`src/rtl/wr_req_responder_if.sv`:
```
// Crossbar write-request channel plus slave write bus for one wr_req_responder slave port.
// The master modport is the environment side (crossbar and slave); the slave modport is the responder.
interface wr_req_responder_if #(
    parameter int AWIDTH    = 32,
    parameter int DWIDTH    = 32,
    parameter int CNT_WIDTH = 16
);
    logic                 req_in;
    logic [AWIDTH-1:0]    addr_in;
    logic [DWIDTH-1:0]    wdata_in;
    logic                 ack_out;
    logic                 slv_we;
    logic [AWIDTH-2:0]    slv_addr;
    logic [DWIDTH-1:0]    slv_wdata;
    logic                 slv_ready;
    logic                 busy;
    logic                 err;
    logic [CNT_WIDTH-1:0] wr_count;

    modport master (
        output req_in, addr_in, wdata_in, slv_ready,
        input  ack_out, slv_we, slv_addr, slv_wdata, busy, err, wr_count
    );

    modport slave (
        input  req_in, addr_in, wdata_in, slv_ready,
        output ack_out, slv_we, slv_addr, slv_wdata, busy, err, wr_count
    );
endinterface

```
`src/rtl/wr_req_responder.sv`:
```
// Turns one held crossbar write request into a single slave write and a 1-cycle ack (min 2 edges req->ack).
// Holds slv_we until slv_ready; optional slave-ready timeout under WR_REQ_RESPONDER_TIMEOUT_EN.
module wr_req_responder #(
    parameter int AWIDTH         = 32,
    parameter int DWIDTH         = 32,
    parameter int CNT_WIDTH      = 16,
    parameter int TIMEOUT_CYCLES = 16
) (
    input logic               aclk,
    input logic               aresetn,
    wr_req_responder_if.slave bus
);
    typedef enum logic [2:0] {
        IDLE,
        WAIT_REQ_HIGH,
        WRITE,
        ACK,
        WAIT_REQ_LOW
    } state_t;

    state_t state;

    // The slave-select bit was already consumed by the crossbar routing.
    logic unused_sel;

`ifdef WR_REQ_RESPONDER_TIMEOUT_EN
    localparam logic [15:0] TO_LAST = 16'(TIMEOUT_CYCLES - 1);
    logic [15:0] to_cnt;
    assign unused_sel = bus.addr_in[AWIDTH-1];
`else
    assign unused_sel = bus.addr_in[AWIDTH-1] ^ (TIMEOUT_CYCLES == 0);
    assign bus.err    = 1'b0;
`endif

    assign bus.busy = (state != IDLE) && (state != WAIT_REQ_HIGH);

    always_ff @(posedge aclk) begin
        if (!aresetn) begin
            state         <= IDLE;
            bus.ack_out   <= 1'b0;
            bus.slv_we    <= 1'b0;
            bus.slv_addr  <= '0;
            bus.slv_wdata <= '0;
            bus.wr_count  <= '0;
`ifdef WR_REQ_RESPONDER_TIMEOUT_EN
            bus.err       <= 1'b0;
            to_cnt        <= '0;
`endif
        end else begin
            bus.ack_out <= 1'b0;
`ifdef WR_REQ_RESPONDER_TIMEOUT_EN
            bus.err     <= 1'b0;
`endif
            case (state)
                IDLE: state <= WAIT_REQ_HIGH;

                WAIT_REQ_HIGH: begin
                    if (bus.req_in) begin
                        bus.slv_addr  <= bus.addr_in[AWIDTH-2:0];
                        bus.slv_wdata <= bus.wdata_in;
                        bus.slv_we    <= 1'b1;
                        state         <= WRITE;
`ifdef WR_REQ_RESPONDER_TIMEOUT_EN
                        to_cnt        <= '0;
`endif
                    end
                end

                // A dropped req does not cancel: the slave write is already committed.
                WRITE: begin
                    if (bus.slv_ready && bus.slv_we) begin
                        bus.slv_we   <= 1'b0;
                        bus.ack_out  <= 1'b1;
                        bus.wr_count <= bus.wr_count + CNT_WIDTH'(1);
                        state        <= ACK;
                    end
`ifdef WR_REQ_RESPONDER_TIMEOUT_EN
                    else if (to_cnt == TO_LAST) begin
                        bus.slv_we  <= 1'b0;
                        bus.ack_out <= 1'b1;
                        bus.err     <= 1'b1;
                        state       <= ACK;
                    end else begin
                        to_cnt <= to_cnt + 16'd1;
                    end
`endif
                end

                ACK: state <= bus.req_in ? WAIT_REQ_LOW : WAIT_REQ_HIGH;

                // A still-high req is the request just served, never a new one.
                WAIT_REQ_LOW: begin
                    if (!bus.req_in) state <= WAIT_REQ_HIGH;
                end

                default: state <= IDLE;
            endcase
        end
    end
endmodule

```
`src/flat_wrapper.sv`:
```
// flat-port wrapper written by rule: the top's interface ports become plain ports
module wr_req_responder_flat 
#(
    parameter int AWIDTH         = 32,
    parameter int DWIDTH         = 32,
    parameter int CNT_WIDTH      = 16,
    parameter int TIMEOUT_CYCLES = 16
)
  (aclk, aresetn, bus_req_in, bus_addr_in, bus_wdata_in, bus_slv_ready, bus_ack_out, bus_slv_we, bus_slv_addr, bus_slv_wdata, bus_busy, bus_err, bus_wr_count);
  wr_req_responder_if #(.AWIDTH(AWIDTH), .DWIDTH(DWIDTH), .CNT_WIDTH(CNT_WIDTH)) bus_i ();
  input logic aclk;
  input logic aresetn;
  input wire logic [$bits(bus_i.req_in)-1:0] bus_req_in;
  input wire logic [$bits(bus_i.addr_in)-1:0] bus_addr_in;
  input wire logic [$bits(bus_i.wdata_in)-1:0] bus_wdata_in;
  input wire logic [$bits(bus_i.slv_ready)-1:0] bus_slv_ready;
  output wire logic [$bits(bus_i.ack_out)-1:0] bus_ack_out;
  output wire logic [$bits(bus_i.slv_we)-1:0] bus_slv_we;
  output wire logic [$bits(bus_i.slv_addr)-1:0] bus_slv_addr;
  output wire logic [$bits(bus_i.slv_wdata)-1:0] bus_slv_wdata;
  output wire logic [$bits(bus_i.busy)-1:0] bus_busy;
  output wire logic [$bits(bus_i.err)-1:0] bus_err;
  output wire logic [$bits(bus_i.wr_count)-1:0] bus_wr_count;
  assign bus_i.req_in = bus_req_in;
  assign bus_i.addr_in = bus_addr_in;
  assign bus_i.wdata_in = bus_wdata_in;
  assign bus_i.slv_ready = bus_slv_ready;
  assign bus_ack_out = bus_i.ack_out;
  assign bus_slv_we = bus_i.slv_we;
  assign bus_slv_addr = bus_i.slv_addr;
  assign bus_slv_wdata = bus_i.slv_wdata;
  assign bus_busy = bus_i.busy;
  assign bus_err = bus_i.err;
  assign bus_wr_count = bus_i.wr_count;
  wr_req_responder #(.AWIDTH(AWIDTH), .DWIDTH(DWIDTH), .CNT_WIDTH(CNT_WIDTH), .TIMEOUT_CYCLES(TIMEOUT_CYCLES)) u_core (.aclk(aclk), .aresetn(aresetn), .bus(bus_i));
endmodule
```
`config.mk`:
```
export PLATFORM = sky130hd
export DESIGN_NAME = wr_req_responder_flat
export DESIGN_NICKNAME = d
export VERILOG_FILES = /design/src/rtl/wr_req_responder_if.sv /design/src/rtl/wr_req_responder.sv /design/src/flat_wrapper.sv
export SDC_FILE = /design/constraint.sdc
export NUM_CORES = 1
export LEC_CHECK = 0
export CAP_MARGIN = 20
export CORE_UTILIZATION = 43
export CTS_CLUSTER_DIAMETER = 40
export CTS_CLUSTER_SIZE = 28
export DETAILED_ROUTE_END_ITERATION = 7
export PLACE_DENSITY_LB_ADDON = 0.3
export RECOVER_POWER = 100
export SLEW_MARGIN = 10
export SYNTH_ARGS = -nofsm -noshare
export SYNTH_HDL_FRONTEND = slang
export SYNTH_SLANG_ARGS = --single-unit
```
`constraint.sdc`:
```
create_clock -name aclk -period 2.6 [get_ports aclk]
set_input_delay 0.39 -clock aclk [delete_from_list [all_inputs] [get_ports aclk]]
set_output_delay 0.39 -clock aclk [all_outputs]
set_load 0.02 [all_outputs]
```
==> results of run 1 <==
synthesized netlist by cell type:
| cell | instances |
|---|---|
| nand2_1 | 136 |
| dfxtp_1 | 84 |
| a21oi_1 | 73 |
| clkbuf_1 | 22 |
| nor2_1 | 12 |
| o21ai_0 | 7 |
| xor2_1 | 7 |
| nand3_1 | 6 |
| or3_1 | 6 |
| nand4_1 | 5 |
| and3_1 | 3 |
| and2_1 | 2 |
| and4_1 | 2 |
| buf_4 | 2 |
| nand2b_1 | 2 |
| nor3_1 | 2 |
| or4_1 | 2 |
| a21boi_0 | 1 |
| and4bb_1 | 1 |
| conb_1 | 1 |
| ha_1 | 1 |
| inv_1 | 1 |
| inv_2 | 1 |
| mux2i_1 | 1 |
| nand3_2 | 1 |
| nor2b_1 | 1 |
| nor3_2 | 1 |
| o211ai_1 | 1 |
| o22a_1 | 1 |
| o22ai_1 | 1 |
| o31ai_1 | 1 |
| or2_2 | 1 |
through the flow:
step	power (W)	setup WS, ns	hold WS (ns)	area (um^2)	utilization, %
after floorplan	0.001596	0.9399	0.5068	3098	-
after global routing	0.003030	0.2251	0.4727	4905	71.40
final	0.002910	0.3800	0.4529	4905	71.40
after global placement	0.001837	0.5094	0.4406	4693	68.32
after CTS	0.002963	0.3911	0.4563	4942	71.95
after detailed placement	0.001846	0.4607	0.4462	4693	68.32
worst register-to-register path: stages, from the launching register on:
cell      delay [ns]
dfxtp_1         0.37
and4bb_1        0.45
nand4_1         0.29
or3_1           0.41
a21oi_1         0.14
cell type report:
class / instances / share of cell area, %
clock inverters: 6 / 2.270
repair buffers: 154 / 31.35
multi-input cells: 278 / 26.68
inverters: 2 / 0.1531
clock buffers: 10 / 2.806
flip-flops and latches: 84 / 34.29
well taps: 96 / 2.449
layout by cell type, fill, tap and decap left out:
cell               n
ha_1               1
o21ai_0            7
and4bb_1           1
or2_2              1
clkinv_4           1
clkinvlp_4         1
o211ai_1           1
nand3_2            1
nand4_1            5
or4_1              2
nand2_1          136
dfxtp_1           84
buf_12             2
nor2_1            12
xor2_1             7
clkinv_2           1
and3_1             3
conb_1             1
and2_1             2
o22ai_1            1
nand2b_2           1
nand3_1            6
dlygate4sd3_1     85
clkbuf_8          10
clkbuf_2           1
or3_1              6
o31ai_1            1
clkbuf_1           3
o22a_1             1
and4_1             2
nand2b_1           1
nor3_1             3
inv_1              2
a21oi_1           73
mux2i_1            1
bufinv_16          3
clkdlybuf4s50_1   63
a21boi_0           1
nor2b_1            1
sequential cells by signal, indices dropped and copies added (netlist names):
| signal | flops |
|---|---|
| u_core.state | 3 |
| u_core.bus.slv_we | 1 |
| u_core.bus.ack_out | 1 |
| u_core.bus.wr_count | 16 |
| u_core.bus.slv_wdata | 32 |
| u_core.bus.slv_addr | 31 |
logic make-up after synthesis:
logic type / after synthesis / synth area share (%)
AO/OA/AOI/OAI: 85 / 14.14
XOR/XNOR: 7 / 1.979
adder cells (fa/ha/maj): 1 / 0.4038
buffers and inverters: 26 / 3.392
flip-flops: 84 / 54.28
multiplexers: 1 / 0.3231
other: 1 / 0.1210
AND/OR/NAND/NOR: 183 / 25.36
per-layer routing:
layer	part of all wire, %	up-vias
met3	8.3	10
met4	1.6	0
met2	50	108
met1	40	1406
met5	0	-
li1	-	1565
power groups by stage:
| stage | combinational, W | clock [W] | sequential [W] |
|---|---|---|---|
| 6_report | 0.000414 | 0.00112 | 0.00137 |
| 5_1_grt | 0.000450 | 0.00120 | 0.00138 |
| 4_1_cts | 0.000445 | 0.00114 | 0.00137 |
| 3_5_place_dp | 0.000442 | 0 | 0.00140 |
| 3_3_place_gp | 0.000437 | 0 | 0.00140 |
| 2_1_floorplan | 0.000134 | 0 | 0.00146 |
worst paths after layout:
kind / end / cells after the start
worst max-delay path: bus_busy / 2
worst min-delay path: u_core.bus.slv_addr[0] / 2
worst max register to register: u_core.bus.wr_count[9] / 4
worst min register to register: u_core.bus.slv_addr[0] / 2
==> summary.txt, run 1 <==
STA
  • Worst slew margin: 41.14%
  • Worst slew pin tran: 0.8829 ns
  • Clk_skew: 0.009940 ns
  • Slew Viols, Final: 0
  • RSZ-0062 raised after global routing: no
  • Final Hold Viols: 0
  • Setup TNS: 0 ns
  • # setup viols final: 0
  • Tcrit/Tclk final: 85.38%
  • Tmin final: 2.220 ns
  • Fmax: 450.5 MHz

Route
  • Drt wl/cell: 12.83 um
  • ANT nets after route: 0
  • Vias per inst: 4.903
  • Routed wire length: 8082 um
  • DR DRC count: 0
  • Iter 0 DRT Violations: 99
  • Drt pass-1 iters: 4
  • DR vias: 3089

Run
  • Max_cap viols: 0

Clocking
  • Root Buffer: clkbuf_8
  • CTS tree: done
  • Maximum level of the CTS H-tree: 3
  • Worst-path clk slew: 0.08 ns
  • Hold-fix buffers, CTS: 0
  • Postcts setup bufs: 0
  • # resized after CTS: 0
  • CTS Buf Count: 9
  • Clock buffer depth: 2
  • Clock Sinks: 84
  • Clk_lat worst skew: 0.34 ns

Power
  • Sw Pwr: 0.0007012 W
  • Flop pwr share: 47.1%
  • Sw frac: 24.10%
  • Clk pwr share: 38.6%
  • Leakage: 2.001 nW
  • Pint: 0.002209 W
  • Combinational Power Share: 14.2%
  • Power per standard cell area: 593.3 nW/um^2
  • Peak VDD IR: 0.0004622 V

Global routing
  • GRT overflow: 0
  • First-pass GRT wire length: 13080 um
  • M2 GR Usage: 38.01%
  • Met3 Usage GRT: 8.057%
  • Gr busiest metal: met2
  • Antenna violations before repair: 0
  • Number of global-route vias before repair: 2873
  • Total global-route track usage: 22.24%
  • Pin count of the biggest net entering global routing: 63
  • Grt met1 use: 25.48%

Final layout
  • Nets: 598
  • Filler cells: 542
  • Sequential cell area: 1682 um^2
  • Final non-filler cell total: 630
  • Area of the multi-input gates: 1309 um^2
  • Layout cells sized above 1: 4.120%
  • Layout area overhead: 58.32%
  • N_diodes: 0

Setup path
  • Worst Setup End Kind: primary output
  • Crit path launch type: flip-flop
  • Worst Path Max Fanout: 15
  • CP peak stage delay: 0.67 ns
  • Cell Chain, Critical Path: or2_2 -> dlygate4sd3_1
  • Critical path startpoint: u_core.state[1]
  • R2R setup slack: 0.87 ns
  • Critical Path AT: 1.83 ns
  • Kind of critical path: reg2out
  • Reg2reg start: u_core.state[0]
  • Crit-path leading delay family: buffers and inverters
  • WP data required: 2.21 ns
  • Crit path buf inv count: 1
  • Slowest stage cell on the critical path: dlygate4sd3_1

Die
  • Chip Width: 86.88 um
  • # IOs: 151
  • # rows: 30
  • Die height: 86.88 um
  • Starting Density: 45.10%
  • CORE AREA: 6869 um^2
  • DIE AREA: 7548 um^2

Synth
  • Largest cells by area after synthesis: dfxtp_1 (54%), nand2_1 (16%), a21oi_1 (12%)
  • Syn nets: 457
  • Post-synthesis cell type count: 32
  • Synthesized cell area: 3098 um^2
  • Yosys warns: 0
  • Synth Instances: 388
  • Yosys top cell by area: dfxtp_1
  • Mapped Avg Cell Area: 7.984 um^2
  • Seq cells post-synth: 84
  • Sequential area share after synthesis: 54.28%
  • Area share of the largest cell type after synthesis: 54.28%

Worst hold path
  • Hold WC Path Type: reg2reg
  • Hold_sp: u_core.bus.slv_addr[0]

Placed design
  • GPL Wtd Cong: 0.7747
  • HPWL Detailed: 5626 um
  • Port bufs: 148
  • Dpl cells: 614

Run status
  • Status: finished clean
Power figures use the tool's default switching activity.
==> inputs of run 2 (changes only) <==
--- a/config.mk
+++ b/config.mk
@@ -5,13 +5,17 @@
 export SDC_FILE = /design/constraint.sdc
 export NUM_CORES = 1
 export LEC_CHECK = 0
+export ABC_CLOCK_PERIOD_IN_PS = 2600
 export CAP_MARGIN = 20
-export CORE_UTILIZATION = 43
+export CELL_PAD_IN_SITES_DETAIL_PLACEMENT = 1
+export CELL_PAD_IN_SITES_GLOBAL_PLACEMENT = 1
+export CORE_UTILIZATION = 30
 export CTS_CLUSTER_DIAMETER = 40
 export CTS_CLUSTER_SIZE = 28
 export DETAILED_ROUTE_END_ITERATION = 7
 export PLACE_DENSITY_LB_ADDON = 0.3
 export RECOVER_POWER = 100
+export SKIP_CTS_REPAIR_TIMING = 1
 export SLEW_MARGIN = 10
 export SYNTH_ARGS = -nofsm -noshare
 export SYNTH_HDL_FRONTEND = slang
==> summary.txt, run 2 (synthesized netlist as in run 1, its figures left out) <==
Placed design
  • Dpl ws: 0.4099 ns (-0.05078 ns)
  • GPL Wtd Cong: 0.7181 (-7.3%)
  • Port bufs: 148 (unchanged)
  • HPWL Detailed: 7094 um (+26%)

Setup path
  • Critical Path AT: 1.89 ns (+0.06 ns)
  • Worst Path Max Fanout: 15 (unchanged)
  • WP data required: 2.21 ns (about the same)
  • Crit path launch type: flip-flop
  • Worst Setup End Kind: primary output
  • Kind of critical path: reg2out

Clocking
  • Clock Sinks: 84 (unchanged)
  • Root Buffer: clkbuf_8
  • Clk_lat worst skew: 0.34 ns (about the same)
  • Clock buffer depth: 2 (unchanged)
  • Maximum level of the CTS H-tree: 3 (unchanged)
  • CTS tree: done
  • CTS Buf Count: 9 (unchanged)
  • Worst-path clk slew: 0.08 ns (about the same)

Die
  • # IOs: 151 (unchanged)
  • Chip Width: 103.6 um (+19%)
  • DIE AREA: 10740 um^2 (+42%)
  • # rows: 36 (+20%)
  • CORE AREA: 9910 um^2 (+44%)
  • Die height: 103.6 um (+19%)
  • Starting Density: 31.26% (-14 points)

STA
  • # setup viols final: 0 (unchanged)
  • Clk_skew: 0.006867 ns (-0.003072 ns)
  • Final Hold Viols: 0 (unchanged)
  • Fmax: 439.2 MHz (-2.5%)
  • Setup TNS: 0 ns (unchanged)
  • Hold slack: 0.4525 ns (-0.0004220 ns)
  • Setup ws final: 0.3232 ns (-0.05684 ns)
  • Slew Viols, Final: 0 (unchanged)
  • RSZ-0062 raised after global routing: no
  • Worst slew pin tran: 0.9931 ns (+0.1102 ns)
  • Worst slew margin: 33.80% (-7.3 points)
  • Tcrit/Tclk final: 87.57% (+2.2 points)
  • Tmin final: 2.277 ns (+0.05684 ns)

Final layout
  • N_diodes: 0 (unchanged)
  • Commonest non-fill, non-tap cell in the layout: nand2_1
  • Top reg by flops: u_core.bus.slv_wdata
  • Utilization after layout: 49.67% (-22 points)
  • Nets: 600 (+0.33%)
  • Number of flip-flops in the largest register: 32 (unchanged)
  • Top flop regs: u_core.bus.slv_wdata x32, u_core.bus.slv_addr x31, u_core.bus.wr_count x16
  • Filler cells: 1201 (+120%)
  • Layout area overhead: 58.89%
  • Most frequent cells in the layout: nand2_1 (136), dfxtp_1 (84), dlygate4sd3_1 (83), a21oi_1 (73), clkdlybuf4s50_1 (65)
  • Layout cells sized above 1: 4.299% (+0.18 points)

Power
  • Peak VDD IR: 0.0002669 V (-42%)
  • Leakage: 1.990 nW (-0.55%)
  • Power per standard cell area: 566.6 nW/um^2 (-4.5%)

Run
  • Max_cap viols: 0 (unchanged)

Route
  • ANT nets after route: 0 (unchanged)
  • Drt pass-1 iters: 4 (unchanged)
  • Vias per inst: 4.719 (-3.8%)
  • Iter 0 DRT Violations: 81 (-18%)
  • Routed wire length: 9732 um (+20%)
  • DR DRC count: 0 (unchanged)
  • Drt wl/cell: 14.57 um (+14%)
  • DR vias: 3152 (+2.0%)

Global routing
  • First-pass GRT wire length: 15800 um (+21%)
  • Grt met1 use: 19.74% (-5.7 points)
  • Pin count of the biggest net entering global routing: 42 (-33%)
  • M2 GR Usage: 33.32% (-4.7 points)
  • Total global-route track usage: 18.17% (-4.1 points)
  • Number of global-route vias before repair: 3294 (+15%)
  • Met3 Usage GRT: 5.098% (-3.0 points)
  • Antenna violations before repair: 0 (unchanged)
  • GRT overflow: 0 (unchanged)
  • Gr busiest metal: met2

Worst hold path
  • Hold WC Path Type: reg2reg

Run status
  • Status: finished clean
-- run 2: path summary, 6_finish.rpt --
kind                              endpoint  depth (start not counted)                startpoint  slack [ns]
setup / recovery                  bus_busy                          2           u_core.state[1]        0.32
hold / removal    u_core.bus.slv_wdata[10]                          2  u_core.bus.slv_wdata[10]        0.45
setup reg to reg   u_core.bus.slv_wdata[2]                          5           u_core.state[1]        0.45
hold reg to reg   u_core.bus.slv_wdata[10]                          2  u_core.bus.slv_wdata[10]        0.45
-- run 2: through the flow --
| stage | area (um^2) | std cells | total power [W] |
|---|---|---|---|
| after detailed placement | 4742 | 653 | 0.001859 |
| after CTS | 4947 | 668 | 0.002868 |
| after global placement | 4742 | 653 | 0.001843 |
| final | 4922 | 668 | 0.002789 |
| after floorplan | 3098 | 388 | 0.001596 |
| after global routing | 4922 | 668 | 0.002921 |
-- run 2: metal layers --
metal | part of all wire, % | vias up
met2 | 52 | 84
li1 | - | 1559
met5 | 0 | -
met1 | 41 | 1498
met4 | 1.3 | 0
met3 | 6.1 | 11
-- run 2: worst max-delay path: stages, from the launching register on --
cell and delay [ns]:
dfxtp_1 0.67, or2_2 0.20, dlygate4sd3_1 0.68
-- run 2: layout make-up --
type                            count  area (um^2)  share of cell area [%]
Multi-Input combinational cell    278         1318                   26.77
Sequential cell                    84         1682                   34.16
Clock buffer                       10        127.6                   2.593
Inverter                            2        7.507                  0.1525
Timing Repair Buffer              156         1544                   31.37
Tap cell                          133        166.4                   3.381
Clock inverter                      5        77.57                   1.576
-- run 2: power breakdown --
part           switching (W)  internal (W)
combinational       0.000219      0.000206
clock               0.000458      0.000533
sequential         0.0000327       0.00134
